## config.mk

```make
export PLATFORM = sky130hd
export DESIGN_NAME = vfft_frame_ctrl
export DESIGN_NICKNAME = d
export VERILOG_FILES = /design/src/rtl/vfft_pkg.sv /design/src/rtl/vfft_frame_ctrl.sv
export SDC_FILE = /design/constraint.sdc
export NUM_CORES = 1
export LEC_CHECK = 0
export ABC_AREA = 1
export BUFFER_PORTS_ARGS = -buffer_cell sky130_fd_sc_hd__clkbuf_2
export CORE_ASPECT_RATIO = 1.25
export CORE_UTILIZATION = 50
export DETAILED_ROUTE_END_ITERATION = 16
export PLACE_DENSITY = 0.7
export SETUP_SLACK_MARGIN = 0.1
export SYNTH_ARGS = -nofsm -noshare
export SYNTH_HDL_FRONTEND = slang
export SYNTH_SLANG_ARGS = --single-unit
```

## constraint.sdc

```tcl
create_clock -name clk -period 10.66 [get_ports clk]
set_input_delay 1.599 -clock clk [delete_from_list [all_inputs] [get_ports clk]]
set_output_delay 1.599 -clock clk [all_outputs]
set_load 0.05 [all_outputs]
```

## src/rtl/vfft_pkg.sv

```systemverilog
// Shared types and constants for the velocity-FFT frame sequencer.
// Holds the FSM state encoding, the NFFT codes and the config-word lookup.
package vfft_pkg;

    typedef enum logic [2:0] {
        ST_IDLE  = 3'd0,
        ST_CHECK = 3'd1,
        ST_CFG   = 3'd2,
        ST_RUN   = 3'd3,
        ST_DRAIN = 3'd4
    } vfft_state_e;

    localparam logic [7:0] NFFT_32  = 8'd5;
    localparam logic [7:0] NFFT_64  = 8'd6;
    localparam logic [7:0] NFFT_128 = 8'd7;
    localparam logic [7:0] CFG_FWD  = 8'd1;

    // Returns {supported, nfft_code}; supported is 0 for any other FFT length.
    function automatic logic [8:0] nfft_lookup(input logic [15:0] chirp);
        logic [8:0] res;
        case (chirp)
            16'd32:  res = {1'b1, NFFT_32};
            16'd64:  res = {1'b1, NFFT_64};
            16'd128: res = {1'b1, NFFT_128};
            default: res = {1'b0, 8'd0};
        endcase
        return res;
    endfunction

endpackage

```

## src/rtl/vfft_frame_ctrl.sv

```systemverilog
// Frame sequencer for the Doppler FFT core: validates and issues the FFT config,
// gates the corner-turned stream with per-transform tlast and marks frame end.
module vfft_frame_ctrl
    import vfft_pkg::*;
#(
    parameter int MAX_BINS = 2048,
    parameter int CNT_W    = 24
) (
    input  logic        clk,
    input  logic        rst,
    input  logic [15:0] sample_num,
    input  logic [15:0] chirp_num,
    input  logic        config_trigger,
    output logic [15:0] cfg_tdata,
    output logic        cfg_tvalid,
    input  logic        cfg_tready,
    input  logic [31:0] in_data,
    input  logic        in_valid,
    output logic        in_ready,
    output logic [31:0] fft_tdata,
    output logic        fft_tvalid,
    output logic        fft_tlast,
    input  logic        fft_tready,
    input  logic        fft_out_valid,
    output logic        frame_last,
    output logic        busy,
    output logic        cfg_err,
    output logic        trig_ignored
);

    vfft_state_e state_q, state_d;
    logic              trig_q, trig_prev_q;
    logic [15:0]       sample_q, sample_d;
    logic [15:0]       chirp_q, chirp_d;
    logic [CNT_W-1:0]  total_q, total_d;
    logic [15:0]       chirp_cnt_q, chirp_cnt_d;
    logic [15:0]       bin_cnt_q, bin_cnt_d;
    logic [CNT_W-1:0]  out_cnt_q, out_cnt_d;
    logic [15:0]       cfg_tdata_q, cfg_tdata_d;
    logic              cfg_err_q, cfg_err_d;
    logic              frame_last_q, frame_last_d;
    logic              trig_ignored_q, trig_ignored_d;

    logic              trig_edge_s;
    logic [8:0]        nfft_s;
    logic [CNT_W-1:0]  prod_s;
    logic              tlast_s;
    logic              in_beat_s;
    logic              out_hit_s;
    logic              size_bad_s;

    assign trig_edge_s = trig_q & ~trig_prev_q;
    assign nfft_s      = nfft_lookup(chirp_q);
    assign prod_s      = CNT_W'(sample_q) * CNT_W'(chirp_q);
    assign tlast_s     = (chirp_cnt_q == (chirp_q - 16'd1));
    assign in_beat_s   = in_valid & fft_tready;
    assign out_hit_s   = (out_cnt_q == (total_q - CNT_W'(1)));
    assign size_bad_s  = (sample_q == 16'd0) || (sample_q > 16'(MAX_BINS));

    assign fft_tdata    = in_data;
    assign cfg_tdata    = cfg_tdata_q;
    assign cfg_err      = cfg_err_q;
    assign frame_last   = frame_last_q;
    assign trig_ignored = trig_ignored_q;
    assign busy         = (state_q != ST_IDLE);

    // Next-state, counter and handshake logic.
    always_comb begin
        state_d        = state_q;
        sample_d       = sample_q;
        chirp_d        = chirp_q;
        total_d        = total_q;
        chirp_cnt_d    = chirp_cnt_q;
        bin_cnt_d      = bin_cnt_q;
        out_cnt_d      = out_cnt_q;
        cfg_tdata_d    = cfg_tdata_q;
        cfg_err_d      = cfg_err_q;
        frame_last_d   = 1'b0;
        trig_ignored_d = trig_edge_s && (state_q != ST_IDLE);
        cfg_tvalid     = 1'b0;
        in_ready       = 1'b0;
        fft_tvalid     = 1'b0;
        fft_tlast      = 1'b0;

        case (state_q)
            ST_IDLE: begin
                if (trig_edge_s) begin
                    sample_d    = sample_num;
                    chirp_d     = chirp_num;
                    cfg_err_d   = 1'b0;
                    chirp_cnt_d = 16'd0;
                    bin_cnt_d   = 16'd0;
                    out_cnt_d   = '0;
                    state_d     = ST_CHECK;
                end else begin
                    state_d = ST_IDLE;
                end
            end
            ST_CHECK: begin
                if (!nfft_s[8] || size_bad_s) begin
                    cfg_err_d = 1'b1;
                    state_d   = ST_IDLE;
                end else begin
                    cfg_tdata_d = {CFG_FWD, nfft_s[7:0]};
                    total_d     = prod_s;
                    state_d     = ST_CFG;
                end
            end
            ST_CFG: begin
                cfg_tvalid = 1'b1;
                if (cfg_tready) begin
                    state_d = ST_RUN;
                end else begin
                    state_d = ST_CFG;
                end
            end
            ST_RUN: begin
                in_ready   = fft_tready;
                fft_tvalid = in_valid;
                fft_tlast  = tlast_s;
                // FFT output can start before the last input beat, so count it here too.
                if (fft_out_valid) begin
                    out_cnt_d = out_cnt_q + CNT_W'(1);
                end else begin
                    out_cnt_d = out_cnt_q;
                end
                if (in_beat_s) begin
                    if (tlast_s) begin
                        chirp_cnt_d = 16'd0;
                        bin_cnt_d   = bin_cnt_q + 16'd1;
                        if (bin_cnt_q == (sample_q - 16'd1)) begin
                            state_d = ST_DRAIN;
                        end else begin
                            state_d = ST_RUN;
                        end
                    end else begin
                        chirp_cnt_d = chirp_cnt_q + 16'd1;
                    end
                end else begin
                    chirp_cnt_d = chirp_cnt_q;
                end
            end
            ST_DRAIN: begin
                if (fft_out_valid) begin
                    if (out_hit_s) begin
                        frame_last_d = 1'b1;
                        out_cnt_d    = '0;
                        state_d      = ST_IDLE;
                    end else begin
                        out_cnt_d = out_cnt_q + CNT_W'(1);
                    end
                end else begin
                    out_cnt_d = out_cnt_q;
                end
            end
            default: begin
                state_d = ST_IDLE;
            end
        endcase
    end

    // State, counters and registered outputs; rst abandons any frame in progress.
    always_ff @(posedge clk) begin
        if (rst) begin
            state_q        <= ST_IDLE;
            trig_q         <= 1'b0;
            trig_prev_q    <= 1'b0;
            sample_q       <= 16'd0;
            chirp_q        <= 16'd0;
            total_q        <= '0;
            chirp_cnt_q    <= 16'd0;
            bin_cnt_q      <= 16'd0;
            out_cnt_q      <= '0;
            cfg_tdata_q    <= 16'd0;
            cfg_err_q      <= 1'b0;
            frame_last_q   <= 1'b0;
            trig_ignored_q <= 1'b0;
        end else begin
            state_q        <= state_d;
            trig_q         <= config_trigger;
            trig_prev_q    <= trig_q;
            sample_q       <= sample_d;
            chirp_q        <= chirp_d;
            total_q        <= total_d;
            chirp_cnt_q    <= chirp_cnt_d;
            bin_cnt_q      <= bin_cnt_d;
            out_cnt_q      <= out_cnt_d;
            cfg_tdata_q    <= cfg_tdata_d;
            cfg_err_q      <= cfg_err_d;
            frame_last_q   <= frame_last_d;
            trig_ignored_q <= trig_ignored_d;
        end
    end

endmodule
```

==> run summary, run 1 <==
clk sink count -> 124
H-Tree Depth -> 4
# resized after CTS -> 0
global-route wire length before repair -> 69400 µm
setup repair after global routing missed its margin -> no
final number of max-transition violations -> 0
crit path time final -> 6.38 ns
CP startpoint kind -> register
Power Dens Cells -> 97.7 nW/µm²
total die area -> 32400 µm²
sequential cell area fraction in the yosys report -> 15.7%
initial drt markers -> 839
Total Routing Usage GR -> 26.9%
worst max-slew margin expressed relative to the limit -> 23.9%
Final Non-Filler Cells -> 2719
overall die width -> 161 µm
Avg Cell Area, Syn -> 6.74 µm²
routed vias/inst -> 5.24
final cycle utilization of the critical path -> 59.9%
Synth warnings -> 0
delay-heaviest family, CP -> adder cells
worst hold-check path type -> register to register
cell-by-cell listing of the critical path -> nand2_1, fa_1, inv_1, fa_1, fa_1, fa_1, fa_1, inv_1, fa_1, inv_1, ha_1, nand2_1, nor4_1, nand4_1, a31o_2, nand3_1, o211ai_1, inv_1
cell count after synthesis -> 2350
fraction of synthesis flops using an asynchronous set or reset pin -> 0%
hold bufs inserted after CTS -> 0
Least-Margin Pin Slew -> 1.14 ns
Buf/Inv on CP -> 4
clock buffer count from CTS -> 17
run status -> finished, final reports clean
final number of hold-violating endpoints -> 0
total half-perimeter wirelength after legalization and detailed placement -> 32700 µm
post-route antenna net violation count -> 0
count of input and output buffers -> 50
first-pass detailed-route iteration total -> 6
number of maximum-capacitance constraint violations -> 0
final worst clock skew -> 0.0167 ns
maximum number of pins on one net before global-route repair -> 50
Crit Path Class -> register to register
cell with the biggest individual delay on the critical path -> sky130_fd_sc_hd__dfxtp_1
number of cells after detailed placement -> 2687
CTS tree -> built
kind of end point of the critical path -> register
synthesized-area fraction occupied by and/or/nand/nor cells -> 27.9%
nets@finish -> 2614
combinational family with the most area after synthesis -> simple AND/OR/NAND/NOR gates
Site Rows -> 72
crit path setup slack, layout -> 4.28 ns
number of vias in the routed layout -> 14.2k
VDD IR max -> 0.0986 mV
Boundary Pins -> 127
clock latency of the later-clocked register in the worst-skew pair -> 0.43 ns
clock tree root buffer cell -> sky130_fd_sc_hd__clkbuf_16
final wirelength -> 42000 µm
leakage power -> 8.69 nW
final core utilization -> 53.4%
share of layout cells above drive strength 1 -> 5.93%
antenna cell count -> 0
Arrival @ worst endpoint -> 6.75 ns
height of the die -> 201 µm
ys flop type -> sky130_fd_sc_hd__dfxtp_1
multiplexer share of the synthesized area -> 0%
Post CTS Setup Buffer Count -> 0
most frequent cell on the critical path -> sky130_fd_sc_hd__fa_1
maximum cell stage delay along the critical path -> 0.95 ns
worst slack after detailed placement -> 4.50 ns
Final GP Congestion -> 0.983
leftover overflow at the end of global routing -> 0
Highest Clock Rate -> 157 MHz
post-synthesis cell area -> 15800 µm²
Post-Route Hold Slack -> 0.421 ns
via count of the first global-routing pass -> 14.3k
layout overhead on the synthesized area -> 4.87%
compound-gate portion of the synthesized area -> 7.13%
maximum net fanout on the critical path -> 22
Setup TNS -> 0 ns
CTS clock-pin slew for the worst setup and hold paths -> 0.06 ns
unique cell type count in the Yosys netlist -> 50
residual DRC count -> 0
Max Root-Sink Buffers -> 2
final count of negative-setup-slack endpoints -> 0
starting utilization of the core area -> 51.0%
Post-Synth Adder-Cell Area -> 27.2%
WL per Instance -> 15.4 µm
Placeable Area -> 31100 µm²
Seq cells post-synth -> 124
initial antenna violation count -> 0
fraction of synthesized cell area in xor and xnor cells -> 6.36%
number of synthesized flops with an enable pin -> 0
worst path required time -> 11.03 ns
[registers in the layout (all words and copies together), names as in the netlist]
name,count
frame_last,1
bin_cnt_q,16
cfg_err,1
total_q,24
chirp_q,16
chirp_cnt_q,16
sample_q,16
trig_prev_q,1
state_q,3
out_cnt_q,24
trig_ignored,1
trig_q,1
cfg_tdata,4
[cells in the final DEF (no fill, tap or decap), types with 5 or more instances in the layout]
master / n
sky130_fd_sc_hd__nand4_1: 32
sky130_fd_sc_hd__nor2_2: 12
sky130_fd_sc_hd__nand2_1: 578
sky130_fd_sc_hd__nor4_1: 10
sky130_fd_sc_hd__clkbuf_2: 50
sky130_fd_sc_hd__clkbuf_16: 17
sky130_fd_sc_hd__bufinv_16: 5
sky130_fd_sc_hd__a21oi_1: 90
sky130_fd_sc_hd__nand3_1: 100
sky130_fd_sc_hd__dfxtp_1: 124
sky130_fd_sc_hd__nand2_2: 6
sky130_fd_sc_hd__ha_1: 76
sky130_fd_sc_hd__inv_2: 18
sky130_fd_sc_hd__nor2_4: 7
sky130_fd_sc_hd__conb_1: 12
sky130_fd_sc_hd__xor2_1: 72
sky130_fd_sc_hd__fa_1: 168
sky130_fd_sc_hd__inv_1: 449
sky130_fd_sc_hd__nor3_1: 23
sky130_fd_sc_hd__o211ai_1: 6
sky130_fd_sc_hd__inv_6: 5
sky130_fd_sc_hd__nor2_1: 252
sky130_fd_sc_hd__nand3b_1: 13
sky130_fd_sc_hd__o21ai_0: 98
sky130_fd_sc_hd__xnor2_1: 43
[kinds of logic (layout without fill, tap and decap cells)]
family / Yosys count / in the layout
AOI/OAI and AO/OA: 212 / 212
xor gates and xnor gates: 115 / 115
adders and majority gates: 244 / 244
buffers and inverters: 605 / 556
DFF: 124 / 124
other: 1 / 12
and+or+nand+nor: 1049 / 1049
[Yosys cell counts, drive strengths merged, types with 2 or more instances]
library cell / instances / share of area (%)
xnor2: 43 / 2.4
nand2b: 2 / 0.079
a211oi: 3 / 0.14
or2: 3 / 0.12
nand2: 584 / 14
a21boi: 2 / 0.095
o211ai: 6 / 0.28
clkinv: 3 / 0.071
clkbuf: 52 / 1.2
and3: 3 / 0.12
dfxtp: 124 / 16
nand3: 101 / 3.3
and2: 2 / 0.079
nor4: 11 / 0.47
ha: 76 / 6.0
xor2: 72 / 4.0
buf: 83 / 3.3
o21ai: 101 / 3.2
nand4: 32 / 1.3
nand3b: 13 / 0.62
nor3: 23 / 0.73
o21a: 3 / 0.14
a21oi: 91 / 2.9
nor3b: 2 / 0.095
fa: 168 / 21
inv: 467 / 11
nor2: 272 / 7.1
[worst min-delay path, stage by stage (launching register included)]
cell	delay, ns
sky130_fd_sc_hd__dfxtp_1	0.30
sky130_fd_sc_hd__inv_1	0.05
sky130_fd_sc_hd__nor2_1	0.03
[report_power, final]
part / total [mW] / switching, mW / internal, mW
Clock: 0.674 / 0.252 / 0.421
Combinational: 0.411 / 0.264 / 0.147
Sequential: 0.539 / 0.0637 / 0.475
Total: 1.62 / 0.580 / 1.04
[path summary, 6_finish.rpt]
| kind | from | to | slack [ns] | cells past startpoint |
|---|---|---|---|---|
| worst min register to register | trig_q$_SDFF_PP0_ | trig_prev_q$_SDFF_PP0_ | 0.42 | 2 |
| worst max-delay path | chirp_q[7]$_SDFFE_PP0P_ | total_q[20]$_SDFFE_PP0P_ | 4.28 | 18 |
| worst max register to register | chirp_q[7]$_SDFFE_PP0P_ | total_q[20]$_SDFFE_PP0P_ | 4.28 | 18 |
| worst min-delay path | trig_q$_SDFF_PP0_ | trig_prev_q$_SDFF_PP0_ | 0.42 | 2 |
[area by class of cell]
class | instances | area, µm²
Tap cell | 407 | 509
Timing Repair Buffer | 54 | 280
Sequential cell | 124 | 2480
Inverter | 470 | 1760
Clock inverter | 14 | 230
Clock buffer | 18 | 429
Fill cell | 3063 | 14500
Multi-Input combinational cell | 1632 | 10900
[metrics by stage]
stage / cell area [µm²] / power, mW
floorplan: 15900 / 0.882
global placement: 16000 / 0.944
detailed placement: 16000 / 0.954
CTS: 16600 / 1.63
global route: 16600 / 1.71
finish: 16600 / 1.62
[routing by layer]
| layer | global-route usage (%) | vias to the layer above | wire, µm |
|---|---|---|---|
| li1 | - | 6936 | - |
| met1 | 31.0 | 6718 | 16700 |
| met2 | 48.4 | 474 | 21000 |
| met3 | 3.70 | 118 | 2230 |
| met4 | 13.6 | 0 | 2090 |
| met5 | 0 | - | 0 |
(Power assumes the default switching activity.)
==> inputs of run 2 (changes only) <==
==> constraint.sdc (replaced) <==
create_clock -name clk -period 6.7 [get_ports clk]
set_input_delay 1.005 -clock clk [delete_from_list [all_inputs] [get_ports clk]]
set_output_delay 1.005 -clock clk [all_outputs]
set_load 0.05 [all_outputs]
==> run 2 against run 1 <==
- non-clock buffer count is 24 higher
- critical endpoint unchanged
- final cell count grew 0.85%
- sequential share of layout area shrank 0.13 points
- register-to-register slack got worse by 3.7 ns
- clock power grew 51%
- worst setup slack worse by 3.7 ns
- fmax increased by 3.7%
- first-iteration DRC count fell by 7.4%
- highest routed layer unchanged
- largest cell class unchanged
- design area grew 0.90%
- largest power group unchanged
- clock skew decreased by 0.0024 ns
- global-route usage grew 0.63 points
==> run summary, run 2 (same netlist as run 1, synthesis figures left out) <==
run status -> finished, final reports clean
largest registers -> out_cnt_q: 24 flops, total_q: 24 flops
final wirelength -> 43100 µm (+2.6%)
total power draw -> 2.56 mW (+58%)
Arrival @ worst endpoint -> 6.53 ns (-0.22 ns)
number of vias in the routed layout -> 14.3k (+0.71%)
crit path time final -> 6.15 ns (-0.229 ns)
maximum number of pins on one net before global-route repair -> 50 (unchanged)
clock tree root buffer cell -> sky130_fd_sc_hd__clkbuf_16
Highest Clock Rate -> 163 MHz (+3.7%)
first-pass detailed-route iteration total -> 5 (-1)
Power Dens Cells -> 153 nW/µm² (+56%)
WL per Instance -> 15.7 µm (+1.7%)
Final GP Congestion -> 0.989 (+0.60%)
crit path setup slack, layout -> 0.547 ns (-3.73 ns)
Placeable Area -> 31100 µm² (unchanged)
leftover overflow at the end of global routing -> 0 (unchanged)
leading cell types in the layout, fill and taps excluded -> 578 x sky130_fd_sc_hd__nand2_1, 449 x sky130_fd_sc_hd__inv_1, 252 x sky130_fd_sc_hd__nor2_1, 168 x sky130_fd_sc_hd__fa_1, 124 x sky130_fd_sc_hd__dfxtp_1
number of maximum-capacitance constraint violations -> 0 (unchanged)
Setup TNS -> 0 ns (unchanged)
final cycle utilization of the critical path -> 91.8% (+32 points)
global-route wire length before repair -> 70900 µm (+2.2%)
worst hold-check path type -> register to register
CP startpoint kind -> register
total die area -> 32400 µm² (unchanged)
post-route antenna net violation count -> 0 (unchanged)
overall die width -> 161 µm (unchanged)
leakage power -> 8.80 nW (+1.3%)
layout overhead on the synthesized area -> 5.81%
Total Routing Usage GR -> 27.6% (+0.63 points)
clock latency of the later-clocked register in the worst-skew pair -> 0.44 ns (about the same)
kind of end point of the critical path -> register
share of layout cells above drive strength 1 -> 6.90% (+0.97 points)
clk sink count -> 124 (unchanged)
final count of negative-setup-slack endpoints -> 0 (unchanged)
via count of the first global-routing pass -> 14.6k (+2.1%)
VDD IR max -> 0.140 mV (+42%)
clock buffer count from CTS -> 17 (unchanged)
antenna cell count -> 0 (unchanged)
Post CTS Setup Buffer Count -> 0 (unchanged)
residual DRC count -> 0 (unchanged)
worst max-slew margin expressed relative to the limit -> 34.9% (+11 points)
Boundary Pins -> 127 (unchanged)
final number of max-transition violations -> 0 (unchanged)
Crit Path Class -> register to register
worst path required time -> 7.07 ns (-3.96 ns)
Site Rows -> 72 (unchanged)
height of the die -> 201 µm (unchanged)
CTS tree -> built
H-Tree Depth -> 4 (unchanged)
CTS clock-pin slew for the worst setup and hold paths -> 0.06 ns (about the same)
Post-Route Hold Slack -> 0.434 ns (+0.0133 ns)
# resized after CTS -> 0 (unchanged)
worst slack after detailed placement -> 0.678 ns (-3.82 ns)
Max Root-Sink Buffers -> 2 (unchanged)
hold bufs inserted after CTS -> 0 (unchanged)
starting utilization of the core area -> 51.0% (unchanged)
routed vias/inst -> 5.23 (-0.14%)
count of input and output buffers -> 50 (unchanged)
maximum net fanout on the critical path -> 20 (-9.1%)
setup repair after global routing missed its margin -> no
most common cell after layout, fill and taps aside -> sky130_fd_sc_hd__nand2_1
nets@finish -> 2638 (+0.92%)
total half-perimeter wirelength after legalization and detailed placement -> 34200 µm (+4.6%)
initial antenna violation count -> 0 (unchanged)
initial drt markers -> 777 (-7.4%)
final number of hold-violating endpoints -> 0 (unchanged)
final worst clock skew -> 0.0143 ns (-0.00241 ns)
Least-Margin Pin Slew -> 0.975 ns (-0.166 ns)
filler cell count in the final layout -> 3077 (+0.46%)
[run 2: per-stage QoR]
stage | util [%] | instance area (µm²) | std cells
2_1_floorplan | - | 15900 | 2361
3_3_place_gp | 51.9 | 16100 | 2711
3_5_place_dp | 51.9 | 16100 | 2711
4_1_cts | 53.9 | 16800 | 2742
5_1_grt | 53.9 | 16800 | 2742
6_report | 53.9 | 16800 | 2742
[run 2: final timing paths]
kind              slack, ns                      from  depth (start not counted)                  endpoint
hold / removal         0.43         trig_q$_SDFF_PP0_                          2    trig_prev_q$_SDFF_PP0_
setup / recovery       0.55  sample_q[7]$_SDFFE_PP0P_                         20  total_q[20]$_SDFFE_PP0P_
setup reg to reg       0.55  sample_q[7]$_SDFFE_PP0P_                         20  total_q[20]$_SDFFE_PP0P_
hold reg to reg        0.43         trig_q$_SDFF_PP0_                          2    trig_prev_q$_SDFF_PP0_
[run 2: cell type report]
cell class	instances	area (µm²)	area share, %
timing repair buffer	78	460	2.75
clock buffer	18	439	2.62
inverter	470	1760	10.5
clock inverter	13	190	1.13
multi-input combinational	1632	10900	65.1
sequential	124	2480	14.8
tap	407	509	3.04
[run 2: report_power, final]
part / internal (mW) / switching (mW)
Clock: 0.634 / 0.391
Combinational: 0.247 / 0.452
Sequential: 0.756 / 0.0786
Total: 1.64 / 0.922
[run 2: routing by layer]
layer	vias to the layer above	wire length [µm]	global-route usage, %
li1	6988	-	-
met1	6764	17000	31.4
met2	475	22200	50.8
met3	120	2030	2.87
met4	0	1860	13.3
met5	-	0	0
[run 2: critical path, cell delays in order (launching register included)]
cell	delay [ns]
sky130_fd_sc_hd__dfxtp_1	0.88
sky130_fd_sc_hd__nand2_1	0.18
sky130_fd_sc_hd__fa_1	0.56
sky130_fd_sc_hd__inv_1	0.05
sky130_fd_sc_hd__fa_1	0.50
sky130_fd_sc_hd__inv_1	0.05
sky130_fd_sc_hd__fa_1	0.53
sky130_fd_sc_hd__inv_1	0.05
sky130_fd_sc_hd__fa_1	0.46
sky130_fd_sc_hd__fa_1	0.50
sky130_fd_sc_hd__inv_1	0.05
sky130_fd_sc_hd__fa_1	0.49
sky130_fd_sc_hd__inv_1	0.05
sky130_fd_sc_hd__ha_1	0.34
sky130_fd_sc_hd__nand2_1	0.15
sky130_fd_sc_hd__nor4_1	0.49
sky130_fd_sc_hd__nand4_1	0.24
sky130_fd_sc_hd__a31o_2	0.29
sky130_fd_sc_hd__nand3_1	0.08
sky130_fd_sc_hd__o211ai_1	0.09
sky130_fd_sc_hd__inv_1	0.07
==> inputs of run 3 (changes only) <==
--- a/config.mk
+++ b/config.mk
@@ -7,10 +7,12 @@
 export LEC_CHECK = 0
 export ABC_AREA = 1
 export BUFFER_PORTS_ARGS = -buffer_cell sky130_fd_sc_hd__clkbuf_2
+export CELL_PAD_IN_SITES_DETAIL_PLACEMENT = 1
+export CELL_PAD_IN_SITES_GLOBAL_PLACEMENT = 1
 export CORE_ASPECT_RATIO = 1.25
-export CORE_UTILIZATION = 50
+export CORE_UTILIZATION = 25
 export DETAILED_ROUTE_END_ITERATION = 16
-export PLACE_DENSITY = 0.7
+export PLACE_DENSITY = 0.53
 export SETUP_SLACK_MARGIN = 0.1
 export SYNTH_ARGS = -nofsm -noshare
 export SYNTH_HDL_FRONTEND = slang
==> run 3 against run 2 <==
- hold slack lost 0.0037 ns
- worst setup slack gained 0.070 ns
- critical path depth grew 2
- global-route usage shrank 10 points
- clock skew shrank 0.0028 ns
- largest power group unchanged
- sequential share of layout area shrank 0.51 points
- final cell count grew 16%
- first-iteration DRC count shrank 50%
- critical path type unchanged
- sequential power shrank 0.8%
==> run summary, run 3 (same netlist as run 1, synthesis figures left out) <==
Highest Clock Rate -> 164 MHz (+1.2%)
Total Routing Usage GR -> 17.5% (-10 points)
most common cell after layout, fill and taps aside -> sky130_fd_sc_hd__nand2_1
global-route wire length before repair -> 86200 µm (+22%)
number of cells after detailed placement -> 3150 (+16%)
Site Rows -> 102 (+42%)
final worst clock skew -> 0.0114 ns (-0.00283 ns)
initial drt markers -> 389 (-50%)
number of vias in the routed layout -> 14.4k (+0.45%)
clk sink count -> 124 (unchanged)
crit path setup slack, layout -> 0.617 ns (+0.0700 ns)
H-Tree Depth -> 4 (unchanged)
layout overhead on the synthesized area -> 9.60%
post-route cell area -> 17400 µm² (+3.6%)
final number of hold-violating endpoints -> 0 (unchanged)
total half-perimeter wirelength after legalization and detailed placement -> 44700 µm (+31%)
GR peak layer -> met2
setup repair after global routing missed its margin -> no
residual DRC count -> 0 (unchanged)
clock latency of the later-clocked register in the worst-skew pair -> 0.48 ns (+0.04 ns)
Arrival @ worst endpoint -> 6.46 ns (-0.07 ns)
first-pass detailed-route iteration total -> 4 (-1)
Post CTS Setup Buffer Count -> 0 (unchanged)
kind of end point of the critical path -> register
Post-Route Hold Slack -> 0.431 ns (-0.00369 ns)
hold bufs inserted after CTS -> 0 (unchanged)
Max Root-Sink Buffers -> 2 (unchanged)
met1 Track Usage GR -> 20.5% (-11 points)
worst path required time -> 7.08 ns (about the same)
final wirelength -> 54100 µm (+26%)
leading cell types in the layout, fill and taps excluded -> 578 x sky130_fd_sc_hd__nand2_1, 449 x sky130_fd_sc_hd__inv_1, 252 x sky130_fd_sc_hd__nor2_1, 168 x sky130_fd_sc_hd__fa_1, 124 x sky130_fd_sc_hd__dfxtp_1
CTS tree -> built
starting utilization of the core area -> 25.4% (-26 points)
share of layout cells above drive strength 1 -> 7.32% (+0.43 points)
maximum net fanout on the critical path -> 21 (+5.0%)
via count of the first global-routing pass -> 15.6k (+6.8%)
maximum number of pins on one net before global-route repair -> 47 (-6.0%)
Setup TNS -> 0 ns (unchanged)
run status -> finished, final reports clean
worst slack after detailed placement -> 0.534 ns (-0.144 ns)
clock tree root buffer cell -> sky130_fd_sc_hd__clkbuf_16
final number of max-transition violations -> 0 (unchanged)
nets@finish -> 2652 (+0.53%)
Least-Margin Pin Slew -> 0.988 ns (+0.0135 ns)
height of the die -> 283 µm (+41%)
leftover overflow at the end of global routing -> 0 (unchanged)
Placeable Area -> 62300 µm² (+100%)
# resized after CTS -> 0 (unchanged)
VDD IR max -> 0.197 mV (+41%)
largest registers -> out_cnt_q: 24 flops, total_q: 24 flops
post-route antenna net violation count -> 0 (unchanged)
Final Non-Filler Cells -> 3182 (+16%)
number of maximum-capacitance constraint violations -> 0 (unchanged)
WL per Instance -> 17.0 µm (+8.3%)
GR met3 Demand/Resource -> 1.99% (-0.88 points)
Final GP Congestion -> 0.871 (-12%)
Crit Path Class -> register to register
clock buffer count from CTS -> 17 (unchanged)
CTS clock-pin slew for the worst setup and hold paths -> 0.06 ns (about the same)
total placed instance area -> 16800 µm² (+3.9%)
count of input and output buffers -> 50 (unchanged)
worst max-slew margin expressed relative to the limit -> 34.0% (-0.90 points)
total die area -> 64400 µm² (+99%)
final cycle utilization of the critical path -> 90.8% (-1.0 points)
crit path time final -> 6.08 ns (-0.0700 ns)
total power draw -> 2.53 mW (-1.3%)
overall die width -> 227 µm (+41%)
Boundary Pins -> 127 (unchanged)
final core utilization -> 27.9% (-26 points)
leakage power -> 8.86 nW (+0.67%)
final count of negative-setup-slack endpoints -> 0 (unchanged)
CP startpoint kind -> register
worst hold-check path type -> register to register
routed vias/inst -> 4.53 (-13%)
filler cell count in the final layout -> 7964 (+160%)
Power Dens Cells -> 145 nW/µm² (-4.7%)
M2 GR Usage -> 32.3% (-19 points)
initial antenna violation count -> 0 (unchanged)
-- run 3: changes by cell type in the layout (fill, tap and decap cells not counted), sizes merged --
cell,before,now
bufinv,4,2
clkinvlp,1,0
buf,28,42
clkinv,9,7
clkbuf,68,75
diode,0,1
inv,469,467
-- run 3: final timing paths --
check / startpoint / endpoint / slack (ns) / cells past startpoint
max reg2reg: chirp_q[6]$_SDFFE_PP0P_ / total_q[23]$_SDFFE_PP0P_ / 0.62 / 22
min: trig_q$_SDFF_PP0_ / trig_prev_q$_SDFF_PP0_ / 0.43 / 2
max: chirp_q[6]$_SDFFE_PP0P_ / total_q[23]$_SDFFE_PP0P_ / 0.62 / 22
min reg2reg: trig_q$_SDFF_PP0_ / trig_prev_q$_SDFF_PP0_ / 0.43 / 2
-- run 3: where the power goes --
part / total (mW) / internal [mW] / leakage (nW) / switching (mW)
logic: 0.742 / 0.252 / 7.56 / 0.490
registers: 0.827 / 0.756 / 1.01 / 0.0713
clock network: 0.956 / 0.591 / 0.293 / 0.364
total: 2.53 / 1.60 / 8.86 / 0.926
-- run 3: critical path, stage by stage (launching register included) --
cell and delay [ns]:
sky130_fd_sc_hd__dfxtp_1 0.97, sky130_fd_sc_hd__nand2_1 0.10, sky130_fd_sc_hd__inv_1 0.10, sky130_fd_sc_hd__fa_1 0.41, sky130_fd_sc_hd__inv_1 0.08, sky130_fd_sc_hd__fa_1 0.40
sky130_fd_sc_hd__inv_1 0.09, sky130_fd_sc_hd__fa_1 0.46, sky130_fd_sc_hd__fa_1 0.46, sky130_fd_sc_hd__fa_1 0.51, sky130_fd_sc_hd__inv_1 0.05, sky130_fd_sc_hd__fa_1 0.48
sky130_fd_sc_hd__inv_1 0.04, sky130_fd_sc_hd__ha_1 0.36, sky130_fd_sc_hd__nand2_1 0.13, sky130_fd_sc_hd__nor3_1 0.45, sky130_fd_sc_hd__nand2_1 0.10, sky130_fd_sc_hd__o311ai_0 0.41
sky130_fd_sc_hd__inv_1 0.10, sky130_fd_sc_hd__nand3_1 0.10, sky130_fd_sc_hd__nand3_1 0.07, sky130_fd_sc_hd__nand2_1 0.07, sky130_fd_sc_hd__inv_1 0.03
-- run 3: layout make-up --
type                            count  area [µm²]  share of cell area, %
Multi-Input combinational cell   1632       10900                   62.9
Clock buffer                       25         505                   2.91
Timing Repair Buffer               92         566                   3.26
Inverter                          470        1760                   10.2
Tap cell                          832        1040                   6.00
Clock inverter                      6        83.8                  0.483
Antenna cell                        1        2.50                 0.0144
Sequential cell                   124        2480                   14.3
-- run 3: layer usage --
metal | routed length (µm) | up-vias
met4 | 1330 | 0
met2 | 28600 | 193
met3 | 1450 | 65
li1 | - | 7009
met1 | 22700 | 7145
met5 | 0 | -
